[src/rtl/seq_array_divider.sv]
// Sequential restoring divider: one shift/subtract step per clock, start/busy/done handshake.
// A zero divisor produces all-ones quotient and remainder plus the div_by_zero flag.
module seq_array_divider #(
    parameter int WIDTH_N = 8,
    parameter int WIDTH_D = 4
) (
    input  logic               clk,
    input  logic               rst_n,
    input  logic               start,
    input  logic [WIDTH_N-1:0] dividend,
    input  logic [WIDTH_D-1:0] divisor,
    output logic               busy,
    output logic               done,
    output logic [WIDTH_N-1:0] quotient,
    output logic [WIDTH_D-1:0] remainder,
    output logic               div_by_zero
);
    localparam int CW = $clog2(WIDTH_N + 1);

    typedef enum logic [1:0] {IDLE = 2'd0, CALC = 2'd1, DONE = 2'd2} state_t;

    state_t             state_q, state_d;
    logic [WIDTH_N-1:0] wq_q, wq_d;
    logic [WIDTH_D:0]   r_q, r_d;
    logic [WIDTH_D-1:0] dvs_q, dvs_d;
    logic [CW-1:0]      cnt_q, cnt_d;
    logic [WIDTH_N-1:0] quot_q, quot_d;
    logic [WIDTH_D-1:0] rem_q, rem_d;
    logic               dbz_q, dbz_d;

    logic [WIDTH_D:0]   r_sh, r_nx;
    logic [WIDTH_N-1:0] q_nx;
    logic               ge;

    // One restoring step: bring in the next dividend bit, subtract if it fits.
    always_comb begin
        r_sh = {r_q[WIDTH_D-1:0], wq_q[WIDTH_N-1]};
        ge   = (r_sh >= {1'b0, dvs_q});
        r_nx = ge ? (r_sh - {1'b0, dvs_q}) : r_sh;
        q_nx = {wq_q[WIDTH_N-2:0], ge};
    end

    always_comb begin
        state_d = state_q;
        wq_d    = wq_q;
        r_d     = r_q;
        dvs_d   = dvs_q;
        cnt_d   = cnt_q;
        quot_d  = quot_q;
        rem_d   = rem_q;
        dbz_d   = dbz_q;
        case (state_q)
            IDLE: begin
                if (start) begin
                    wq_d    = dividend;
                    dvs_d   = divisor;
                    r_d     = '0;
                    cnt_d   = CW'(WIDTH_N);
                    state_d = CALC;
                end
            end
            CALC: begin
                wq_d  = q_nx;
                r_d   = r_nx;
                cnt_d = cnt_q - 1'b1;
                if (cnt_q == CW'(1)) begin
                    state_d = DONE;
                    if (dvs_q == '0) begin
                        quot_d = '1;
                        rem_d  = '1;
                        dbz_d  = 1'b1;
                    end else begin
                        quot_d = q_nx;
                        rem_d  = r_nx[WIDTH_D-1:0];
                        dbz_d  = 1'b0;
                    end
                end
            end
            DONE:    state_d = IDLE;
            default: state_d = IDLE;
        endcase
    end

    always_ff @(posedge clk or negedge rst_n) begin
        if (!rst_n) begin
            state_q <= IDLE;
            wq_q    <= '0;
            r_q     <= '0;
            dvs_q   <= '0;
            cnt_q   <= '0;
            quot_q  <= '0;
            rem_q   <= '0;
            dbz_q   <= 1'b0;
        end else begin
            state_q <= state_d;
            wq_q    <= wq_d;
            r_q     <= r_d;
            dvs_q   <= dvs_d;
            cnt_q   <= cnt_d;
            quot_q  <= quot_d;
            rem_q   <= rem_d;
            dbz_q   <= dbz_d;
        end
    end

    assign busy        = (state_q == CALC);
    assign done        = (state_q == DONE);
    assign quotient    = quot_q;
    assign remainder   = rem_q;
    assign div_by_zero = dbz_q;
endmodule

[config.mk]
export PLATFORM = sky130hd
export DESIGN_NAME = seq_array_divider
export DESIGN_NICKNAME = d
export VERILOG_FILES = /design/src/rtl/seq_array_divider.sv
export SDC_FILE = /design/constraint.sdc
export NUM_CORES = 1
export LEC_CHECK = 0
export ABC_AREA = 0
export CORE_MARGIN = 10
export CORE_UTILIZATION = 40
export DETAILED_ROUTE_END_ITERATION = 6
export GPL_ROUTABILITY_DRIVEN = 0
export GPL_TIMING_DRIVEN = 0
export PLACE_DENSITY_LB_ADDON = 0.25
export SYNTH_ARGS = -nofsm -noshare
export SYNTH_HDL_FRONTEND = slang
export SYNTH_SLANG_ARGS = --single-unit
[constraint.sdc]
create_clock -name clk -period 1.8 [get_ports clk]
set_input_delay 0.27 -clock clk [delete_from_list [all_inputs] [get_ports clk]]
set_output_delay 0.27 -clock clk [all_outputs]
set_load 0.02 [all_outputs]
==> metrics.csv <==
metric,value,unit
drv_cap,0,
detailedPlacementHpwl,2790,um
slowest_stage,dfrtp_2,
setup_tns,0,ns
first_pass_iters,4,
synthMostInstantiatedCell,dfrtp_1,
std_cell_rows,23,
drive_above_1_share,20.0,%
synth_fa_ha_area_share,5.66,%
ys_ff_latch,35,
ys_types,38,
fmax,576,MHz
muxShareOfSynthArea,2.68,%
path_delay_family,compound AO/OA/AOI/OAI gates,
powerDensity,2140,nW/um2
cp-start-kind,flop,
routedWlPerCell,16.1,um
die_h,84.8,um
diodes,0,
hold_viol,0,
die_w,84.8,um
holdCritPathClass,in -> async,
drt-initial-drc-count,82,
synth_cells,158,
nNetsFinal,221,
crit_arrival,1.96,ns
track_usage,11.9,%
core-area,4030,um2
relSlewSlack,47.6,%
yosys_warnings,0,
port_buffers,29,
max_stage_delay,0.44,ns
synth_enable_flop_cells,0,
crit_chain,ha_4 > or2_1 > a21boi_2 > a31oi_4 > mux2_4 > a21oi_2,
async_flop_share,100,%
period_minus_slack,1.74,ns
overflow,0,
ios,30,
regToRegSetupSlack,0.06,ns
synth_top_family_by_area,compound AO/OA/AOI/OAI gates,
tightestPinTransition,0.786,ns
cp_max_fo,6,
setup_violations,0,
clk_pin_slew,0.08,ns
synth.top_cell.area_share,52.2,%
fillers,355,
synth_xor_area_share,0.522,%
crit_buf_inv,0,
viasPerCell,5.26,
p_leak,0.950,nW
cts_tree,done,
start_util,41.7,%
antenna_found_initial,0,
dieArea,7190,um2
clk_path_buf_depth,2,
cts_htree_levels,2,
synth-simple-area-share,12.8,%
root_buffer,clkbuf_8,
syn_to_final_growth,32.0,%
fin_skew,0.00949,ns
ir_worst_vdd,0.871,mV
grt_max_degree,36,
synth-main-ff-cell,dfrtp_1,
fin_crit_sh,96.5,%
num_vias,1314,
grt_pass1_vias,1393,
netlist.top_cell.by_area,dfrtp_1,
ant_nets,0,
worst_hold_slack,0.0549,ns
synth_area,1680,um2
worst_setup_path_end_kind,flop,
synthTopCellsByCount,"dfrtp_1, o21ai_0, nand2_1",
drt-total-wl,4030,um
ys_seq_area_share,52.2,%
cts_sinks,35,
cts_buffers,5,
place_area,2030,um2
holdBufCountCts,0,
worstPathRequired,2.02,ns
grt_setup_unrepaired,true,
synth_fp_nets,180,
yosys-top-cells-area,"dfrtp_1, o21ai_0, ha_1",
worst-setup-path-type,reg -> reg,
synth_compound_area_share,21.5,%
clkLatencyLatePin,0.29,ns
slew_violations,0,
drcViolationCount,0,
avgSynthCellArea,10.6,um2
fin_area,2220,um2
outcome,completed,
grt_pass1_wl,7040,um
-- worst paths after layout --
kind	start	endpoint	cells past startpoint
worst min register to register	cnt_q[3]	cnt_q[3]	1
worst max register to register	r_q[1]	remainder[0]	6
min in group clk	cnt_q[3]	cnt_q[3]	1
worst min-delay path	rst_n	quotient[5]	1
worst max-delay path	r_q[1]	remainder[0]	6
max in group asynchronous	rst_n	dvs_q[0]	1
-- repair_timing --
action	CTS	global route
endpoints found under the setup margin	9	11
resized for setup	4	16
pin swaps	1	3
setup buffers	3	2
-- stage by stage --
stage	power [mW]	utilization (%)	setup slack, ns	cells
after floorplan	3.05	-	0.0672	158
after global placement	3.74	50.4	-0.309	237
after detailed placement	3.84	50.3	-0.151	237
after CTS	4.63	53.9	0.0136	248
after global routing	5.17	55.0	-0.00804	250
final	4.75	55.0	0.0638	250
-- kinds of logic (layout without fill, tap and decap cells) --
logic type / after synthesis / count (layout)
flops: 35 / 35
mux: 4 / 4
fa+ha+maj: 7 / 7
compound gates: 53 / 53
simple gates: 43 / 43
buf+inv: 15 / 57
xor+xnor: 1 / 1
-- layer usage --
layer	up-vias	part of all wire (%)	GRT usage, %
li1	638	-	-
met1	641	43	14.3
met2	31	50	19.0
met3	4	5.8	4.83
met4	0	1.2	3.74
met5	-	0	0
-- worst reg2reg max path, cell delays in order, from the launching register on --
cell      delay (ns)
dfrtp_2         0.44
ha_4            0.29
or2_1           0.11
a21boi_2        0.06
a31oi_4         0.29
mux2_4          0.35
a21oi_2         0.12
-- area by class of cell --
cell class	instances	area (um2)	area share (%)
multi-input combinational	108	768	34.7
clock buffer	7	96.3	4.35
buffer	6	43.8	1.98
sequential	35	880	39.7
clock inverter	1	7.51	0.339
timing repair buffer	34	323	14.6
inverter	9	36.3	1.64
tap	50	62.6	2.82
-- sequential cells by signal (all words and copies together), names as in the netlist --
register	count
cnt_q	4
div_by_zero	1
dvs_q	4
quotient	8
r_q	4
remainder	4
state_q	2
wq_q	8
-- report_power, final --
group | switching (mW) | internal [mW] | leakage [nW]
clock | 0.287 | 0.348 | 0.0505
combinational | 1.35 | 1.24 | 0.491
sequential | 0.320 | 1.20 | 0.408
-- placed cells by master, fill, tap and decap left out, types with 7 or more instances in the layout --
cell type        synthesis  routed
dfrtp_1                 35      32
clkdlybuf4s50_1          0      25
o21ai_0                 18      15
nand2_1                 15      15
a21oi_1                 12      12
nor2b_1                  9       9
nor2_1                  10       9
buf_4                    3       8
o22a_1                   7       7
clkbuf_8                 0       7
Power figures use the tool's default switching activity.
